--- src/rtl/udp_pkg.sv ---
// rtl/udp_pkg.sv - shared constants, state encoding and helpers for the UDP transmit path
package udp_pkg;
    localparam logic [15:0] ETH_TYPE_IPV4 = 16'h0800;
    localparam logic [7:0]  IP_PROTO_UDP  = 8'h11;
    localparam logic [7:0]  IP_VER_IHL    = 8'h45;
    localparam logic [15:0] IP_FLAGS_DF   = 16'h4000;
    localparam int          HDR_BYTES     = 42;
    localparam int          HDR_WORDS     = 10;

    typedef enum logic [2:0] {IDLE, CALC, HDR, PAY, TAIL, DROP} tx_state_t;

    // Byte count of a beat whose tkeep is contiguous from bit 0.
    function automatic logic [2:0] keep_bytes(input logic [3:0] keep);
        case (keep)
            4'hF:    return 3'd4;
            4'h7:    return 3'd3;
            4'h3:    return 3'd2;
            default: return 3'd1;
        endcase
    endfunction
endpackage

--- src/rtl/ip_hdr_checksum.sv ---
// rtl/ip_hdr_checksum.sv - IPv4 header checksum from a constant partial sum plus tot_len and ip_id
module ip_hdr_checksum
    import udp_pkg::*;
#(
    parameter logic [31:0] SRC_IP = {8'd192, 8'd168, 8'd18, 8'd10},
    parameter logic [31:0] DST_IP = {8'd192, 8'd168, 8'd18, 8'd1},
    parameter logic [7:0]  TTL    = 8'd64
) (
    input  logic        clk_i,
    input  logic        s_rst_i,
    input  logic        load_i,
    input  logic [15:0] tot_len_i,
    input  logic [15:0] ip_id_i,
    output logic [15:0] csum_o
);
    localparam logic [31:0] PARTIAL = {16'h0, IP_VER_IHL, 8'h00} + {16'h0, IP_FLAGS_DF}
                                    + {16'h0, TTL, IP_PROTO_UDP}
                                    + {16'h0, SRC_IP[31:16]} + {16'h0, SRC_IP[15:0]}
                                    + {16'h0, DST_IP[31:16]} + {16'h0, DST_IP[15:0]};

    logic [31:0] sum;
    logic [31:0] fold1;
    logic [15:0] fold2;

    assign sum   = PARTIAL + {16'h0, tot_len_i} + {16'h0, ip_id_i};
    assign fold1 = {16'h0, sum[15:0]} + {16'h0, sum[31:16]};
    assign fold2 = fold1[15:0] + fold1[31:16];

    // Held between loads so the header word can read it any time during HDR.
    always_ff @(posedge clk_i) begin
        if (s_rst_i) begin
            csum_o <= '0;
        end else if (load_i) begin
            csum_o <= ~fold2;
        end
    end
endmodule

--- src/rtl/udp_tx_framer.sv ---
// rtl/udp_tx_framer.sv - wraps a payload stream in Ethernet/IPv4/UDP headers toward the MAC
module udp_tx_framer
    import udp_pkg::*;
#(
    parameter int          STREAM_DATA_WIDTH = 32,
    parameter logic [47:0] SRC_MAC           = 48'h00350a000201,
    parameter logic [47:0] DST_MAC           = 48'hffffffffffff,
    parameter logic [31:0] SRC_IP            = {8'd192, 8'd168, 8'd18, 8'd10},
    parameter logic [31:0] DST_IP            = {8'd192, 8'd168, 8'd18, 8'd1},
    parameter logic [15:0] SRC_PORT          = 16'd8080,
    parameter logic [15:0] DST_PORT          = 16'd8080,
    parameter logic [7:0]  TTL               = 8'd64,
    parameter int          PAYLOAD_MAX_SIZE  = 1472,
    parameter int          LEN_WIDTH         = 11
) (
    input  logic                           clk_i,
    input  logic                           s_rst_i,
    input  logic                           cmd_valid_i,
    output logic                           cmd_ready_o,
    input  logic [LEN_WIDTH-1:0]           cmd_len_i,
    input  logic [STREAM_DATA_WIDTH-1:0]   s_axis_tdata_i,
    input  logic [STREAM_DATA_WIDTH/8-1:0] s_axis_tkeep_i,
    input  logic                           s_axis_tvalid_i,
    input  logic                           s_axis_tlast_i,
    output logic                           s_axis_tready_o,
    output logic [STREAM_DATA_WIDTH-1:0]   m_axis_tdata_o,
    output logic [STREAM_DATA_WIDTH/8-1:0] m_axis_tkeep_o,
    output logic                           m_axis_tvalid_o,
    output logic                           m_axis_tlast_o,
    input  logic                           m_axis_tready_i,
    output logic                           err_len_o
);
    localparam int HDR_BITS = 8 * (HDR_BYTES - 2);

    tx_state_t            state, next_state;
    logic                 cmd_ready_q;
    logic [LEN_WIDTH-1:0] len_q;
    logic [3:0]           hdr_idx, hdr_sel, tail_keep;
    logic [15:0]          carry, ip_id, cur_id, byte_cnt, csum;
    logic                 out_free, cmd_fire, s_fire, len_bad;
    logic [2:0]           in_bytes;
    logic [15:0]          len16, tot_len, udp_len, cnt_next;
    logic [HDR_BITS-1:0]  hdr;
    logic [31:0]          hdr_top, hdr_word;

    assign out_free = !m_axis_tvalid_o || m_axis_tready_i;
    assign cmd_fire = cmd_valid_i && cmd_ready_q;
    assign s_fire   = s_axis_tvalid_i && s_axis_tready_o;
    assign len_bad  = (cmd_len_i == '0) || (cmd_len_i > LEN_WIDTH'(PAYLOAD_MAX_SIZE));
    assign in_bytes = s_axis_tlast_i ? keep_bytes(s_axis_tkeep_i) : 3'd4;
    assign len16    = {{(16-LEN_WIDTH){1'b0}}, len_q};
    assign tot_len  = len16 + 16'd28;
    assign udp_len  = len16 + 16'd8;
    assign cnt_next = byte_cnt + {13'h0, in_bytes};

    ip_hdr_checksum #(.SRC_IP(SRC_IP), .DST_IP(DST_IP), .TTL(TTL)) u_csum (
        .clk_i     (clk_i),
        .s_rst_i   (s_rst_i),
        .load_i    (state == CALC),
        .tot_len_i (tot_len),
        .ip_id_i   (ip_id),
        .csum_o    (csum)
    );

    // Bytes 0..39 in wire order, first byte in the top bits; bytes 40..41 (UDP checksum) seed the carry.
    assign hdr = {DST_MAC, SRC_MAC, ETH_TYPE_IPV4, IP_VER_IHL, 8'h00, tot_len, cur_id,
                  IP_FLAGS_DF, TTL, IP_PROTO_UDP, csum, SRC_IP, DST_IP, SRC_PORT, DST_PORT, udp_len};
    assign hdr_sel  = (state == CALC) ? 4'd0 : hdr_idx;
    assign hdr_top  = hdr[(HDR_BITS - 1) - 32 * int'(hdr_sel) -: 32];
    assign hdr_word = {hdr_top[7:0], hdr_top[15:8], hdr_top[23:16], hdr_top[31:24]};

    always_ff @(posedge clk_i) begin
        if (s_rst_i) begin
            state <= IDLE;
        end else begin
            state <= next_state;
        end
    end

    always_comb begin
        next_state = state;
        case (state)
            IDLE:    if (cmd_fire) next_state = len_bad ? DROP : CALC;
            CALC:    next_state = HDR;
            HDR:     if (out_free && hdr_idx == 4'(HDR_WORDS - 1)) next_state = PAY;
            PAY:     if (s_fire && s_axis_tlast_i) next_state = (in_bytes > 3'd2) ? TAIL : IDLE;
            TAIL:    if (out_free) next_state = IDLE;
            DROP:    if (s_axis_tvalid_i && s_axis_tlast_i) next_state = IDLE;
            default: next_state = IDLE;
        endcase
    end

    always_comb begin
        cmd_ready_o     = cmd_ready_q;
        s_axis_tready_o = 1'b0;
        case (state)
            PAY:     s_axis_tready_o = out_free;
            DROP:    s_axis_tready_o = 1'b1;
            default: s_axis_tready_o = 1'b0;
        endcase
    end

    always_ff @(posedge clk_i) begin
        if (s_rst_i) begin
            cmd_ready_q     <= 1'b0;
            len_q           <= '0;
            hdr_idx         <= '0;
            tail_keep       <= '0;
            carry           <= '0;
            ip_id           <= '0;
            cur_id          <= '0;
            byte_cnt        <= '0;
            m_axis_tdata_o  <= '0;
            m_axis_tkeep_o  <= '0;
            m_axis_tvalid_o <= 1'b0;
            m_axis_tlast_o  <= 1'b0;
            err_len_o       <= 1'b0;
        end else begin
            cmd_ready_q <= (next_state == IDLE);
            err_len_o   <= 1'b0;
            if (m_axis_tready_i) m_axis_tvalid_o <= 1'b0;
            case (state)
                IDLE: if (cmd_fire) begin
                    len_q     <= cmd_len_i;
                    err_len_o <= len_bad;
                end
                // Word 0 is pure DST_MAC, so it goes out here to meet the two-cycle latency.
                CALC: begin
                    cur_id   <= ip_id;
                    ip_id    <= ip_id + 16'd1;
                    carry    <= '0;
                    byte_cnt <= '0;
                    hdr_idx  <= 4'd0;
                    if (out_free) begin
                        m_axis_tdata_o  <= hdr_word;
                        m_axis_tkeep_o  <= 4'hF;
                        m_axis_tlast_o  <= 1'b0;
                        m_axis_tvalid_o <= 1'b1;
                        hdr_idx         <= 4'd1;
                    end
                end
                HDR: if (out_free) begin
                    m_axis_tdata_o  <= hdr_word;
                    m_axis_tkeep_o  <= 4'hF;
                    m_axis_tlast_o  <= 1'b0;
                    m_axis_tvalid_o <= 1'b1;
                    hdr_idx         <= hdr_idx + 4'd1;
                end
                PAY: if (s_fire) begin
                    m_axis_tdata_o  <= {s_axis_tdata_i[15:0], carry};
                    m_axis_tkeep_o  <= 4'hF;
                    m_axis_tlast_o  <= 1'b0;
                    m_axis_tvalid_o <= 1'b1;
                    carry           <= s_axis_tdata_i[31:16];
                    byte_cnt        <= cnt_next;
                    if (s_axis_tlast_i) begin
                        err_len_o <= (cnt_next != len16);
                        if (in_bytes <= 3'd2) begin
                            m_axis_tlast_o <= 1'b1;
                            m_axis_tkeep_o <= (in_bytes == 3'd1) ? 4'h7 : 4'hF;
                        end else begin
                            tail_keep <= (in_bytes == 3'd3) ? 4'h1 : 4'h3;
                        end
                    end
                end
                TAIL: if (out_free) begin
                    m_axis_tdata_o  <= {16'h0, carry};
                    m_axis_tkeep_o  <= tail_keep;
                    m_axis_tlast_o  <= 1'b1;
                    m_axis_tvalid_o <= 1'b1;
                end
                default: ;
            endcase
        end
    end
endmodule

--- config.mk ---
export PLATFORM = sky130hd
export DESIGN_NAME = udp_tx_framer
export DESIGN_NICKNAME = d
export VERILOG_FILES = /design/src/rtl/udp_pkg.sv /design/src/rtl/ip_hdr_checksum.sv /design/src/rtl/udp_tx_framer.sv
export SDC_FILE = /design/constraint.sdc
export NUM_CORES = 1
export LEC_CHECK = 0
export ABC_AREA = 1
export ABC_CLOCK_PERIOD_IN_PS = 5000
export CAP_MARGIN = 20
export CORE_ASPECT_RATIO = 0.7
export CORE_MARGIN = 5
export CORE_UTILIZATION = 45
export DETAILED_ROUTE_END_ITERATION = 12
export PLACE_DENSITY_LB_ADDON = 0.25
export SYNTH_ARGS = -nofsm -noshare
export SYNTH_HDL_FRONTEND = slang
export SYNTH_SLANG_ARGS = --single-unit
--- constraint.sdc ---
create_clock -name clk_i -period 5 [get_ports clk_i]
set_input_delay 1 -clock clk_i [delete_from_list [all_inputs] [get_ports clk_i]]
set_output_delay 1 -clock clk_i [all_outputs]
set_load 0.005 [all_outputs]
==> run metrics <==
Max Cap Violations=0; clock slew at reported path FFs=70 ps; Synth Area per Inst=6.48 sq um; maximum buffer depth of the clock tree=2; Net Count, Synth=1,445; Final Power=0.00356 W; synthesized cell area=0.00882 sq mm; cell mode on critical path=buf_4; starting density of the core=0.462; Finished Cell Area=0.0115 sq mm; die area=0.0225 sq mm; CP endpoint kind=flip-flop; area delta synth->final=30.6%; Hold Path Class=flip-flop to flip-flop; Hold Path Cell Cnt=2; DR iter-0 viols=1,113; I/O Buffers=93; Placed Instance Area=0.0104 sq mm; Routed Wire Length=30,000 um; Final Setup Violations=10; Hold Path Sink=m_axis_tkeep_o[0]; CTS HTree Levels=4; top cell type's share of synthesized area=0.318; DRC Markers=0; unrepaired setup endpoints after global routing=true; worst skew pair latency=430 ps; top_reg_cell synth=dfxtp_1; register area share after synthesis=0.318; Final min period=5200 ps; worst hold start=tail_keep[0]; max frequency=192 MHz; Final ANT Viol Nets=0; Synth area leaders=dfxtp_1 (32%), nand2_1 (13%), a21oi_1 (8.7%); # IOs=94; register bit count reported by yosys=140; WP data arrival=5520 ps; Distinct cells, synth=56; reg2reg start=len_q[3]; async set-reset flop share out of synthesis=0; Fin. Hold Viols=0; largest area contributor in the netlist=dfxtp_1; total net switching power=0.00117 W; post-DR wirelength/cell=16.7 um; worst r2r path cells=44; Die Width=177 um; placement row count=42; Slew headroom=0.474; Power Density=309 mW/mm^2; fin nets=1,603; DRT Pass-1 Iters=6; via/cell ratio=5.51; CP max stage cell=dfxtp_2; number of clock sinks=140; via count=9,891; GR Overflow Total=0; final worst-path cycle share=1.04; Synth top cells by count=nand2_1 (296), inv_1 (155), a21oi_1 (153), dfxtp_1 (140), o21ai_0 (138); Comb pwr share=0.285; Max Fanout on Critical Path=6; initial antenna violation count=0; Max stage delay on crit path=350 ps; clock skew=13.3 ps; Max VDD drop=244 uV; Yosys warning total=0; Lkg Pwr=4.89 nW; register-to-register setup slack=-200 ps; final worst slack=-196 ps; most frequent cell after synthesis=nand2_1; largest net degree at the start of global routing=57; cell count after synthesis=1,361; CTS tree=done; DP Wirelength=22,000 um; first-pass GRT wire length=46,700 um; die extent in y=127 um; violated checks=setup timing; number of global-route vias before repair=8,915; Final Wtd Congestion=0.973; layout cells sized above 1=0.155; Root Driver=clkbuf_16; Startpoint Class=flip-flop; Worst Path Required=5320 ps; core area=0.0191 sq mm; Tightest Pin Transition=788 ps; status=finished, violations left; Slew Limit Fails=0; FF-to-FF End=u_csum.csum_o[14]; # diodes=0; Setup CP Type=flip-flop to flip-flop; Tot GR Track Use=0.256; Clk network pwr share=0.364; Final Util=0.604; internal power=0.00239 W; Post-synth EDFFs=0; Sw Share=0.330; sequential power share=0.352; TritonCTS Buffers=17
worst max path at each step:
stage | from | slack (ps) | end | cells past startpoint
3_3_place_gp | len_q[3] | -10 | u_csum.csum_o[11] | 36
4_1_cts | len_q[4] | 20 | u_csum.csum_o[11] | 40
3_5_place_dp | len_q[3] | -320 | u_csum.csum_o[11] | 36
5_1_grt | len_q[3] | -520 | u_csum.csum_o[14] | 38
2_1_floorplan | len_q[2] | -30 | u_csum.csum_o[11] | 38
6_report | len_q[3] | -200 | u_csum.csum_o[14] | 44
sequential cells by signal, summed over array words and instances, names as in the netlist, 3 cells and up:
register,cells
m_axis_tkeep_o,4
byte_cnt,16
state,3
hdr_idx,4
carry,16
len_q,11
ip_id,16
cur_id,16
m_axis_tdata_o,32
u_csum.csum_o,16
cells in the final DEF (no fill, tap or decap), drive strengths merged, types with 3 or more instances in the layout:
cell type        n
a21oi          154
nand3           97
nand4           16
a31oi            9
nor3            24
nor3b            3
o31ai            5
dfxtp          140
nand2          304
inv            168
o211ai           9
o21ai          147
nor2           130
clkbuf          20
clkdlybuf4s50   92
ha              29
xnor2            9
or2              5
xor2            27
clkinv           5
nor4             9
nand3b           3
buf             97
kinds of logic (layout without fill, tap and decap cells):
kind of cell / after synthesis / after routing / synth area share
adder cells (fa/ha/maj): 31 / 31 / 0.0457
XOR/XNOR: 36 / 36 / 0.0379
AND/OR/NAND/NOR: 592 / 592 / 0.292
buffers and inverters: 216 / 386 / 0.0945
AO/OA/AOI/OAI: 346 / 346 / 0.212
flip-flops: 140 / 140 / 0.318
power groups by stage:
stage / Combinational (W) / Clock (W) / Sequential (W)
after CTS: 0.000922 / 0.00130 / 0.00125
final: 0.00101 / 0.00130 / 0.00125
after detailed placement: 0.000894 / 0 / 0.00127
after global placement: 0.000884 / 0 / 0.00127
after global routing: 0.00110 / 0.00136 / 0.00126
after floorplan: 0.000506 / 0 / 0.00127
routing by layer:
| layer | wire, um | GRT usage |
|---|---|---|
| met5 | 0 | 0 |
| met4 | 386 | 0.0482 |
| met1 | 14100 | 0.391 |
| met3 | 3050 | 0.0617 |
| met2 | 12500 | 0.369 |
worst max-delay path, delay by kind of cell (launching register included):
family | cells | cell delay (ps)
adders and majority gates | 4 | 880
xor gates and xnor gates | 1 | 130
buffers and inverters | 15 | 1640
and+or+nand+nor | 20 | 1520
DFF | 1 | 350
AOI/OAI and AO/OA | 4 | 570
timing repair:
action | in CTS | in global routing
setup buffers | 30 | 17
gates resized for setup | 18 | 53
pin swaps | 20 | 51
hold buffers | 0 | 0
endpoints found under the setup margin | 10 | 14
hold endpoints to repair | 0 | 0
final cells by class:
cell class                      instances  area [sq um]
Fill cell                            1765          7550
Multi-Input combinational cell       1005          5510
Sequential cell                       140          2810
Timing Repair Buffer                  189          1650
Inverter                              166           633
Clock buffer                           20           457
Tap cell                              264           330
Clock inverter                         11           135
stage by stage:
step                      cells  hold WS, ps  setup WS [ps]  TNS (ps)
after floorplan            1361          430          -32.9     -48.5
after global placement     1726          444          -12.8     -12.8
after detailed placement   1726          450           -317     -1810
after CTS                  1787          459           22.0         0
after global routing       1795          476           -515     -4240
final                      1795          459           -196     -1140
(Power assumes the default switching activity.)
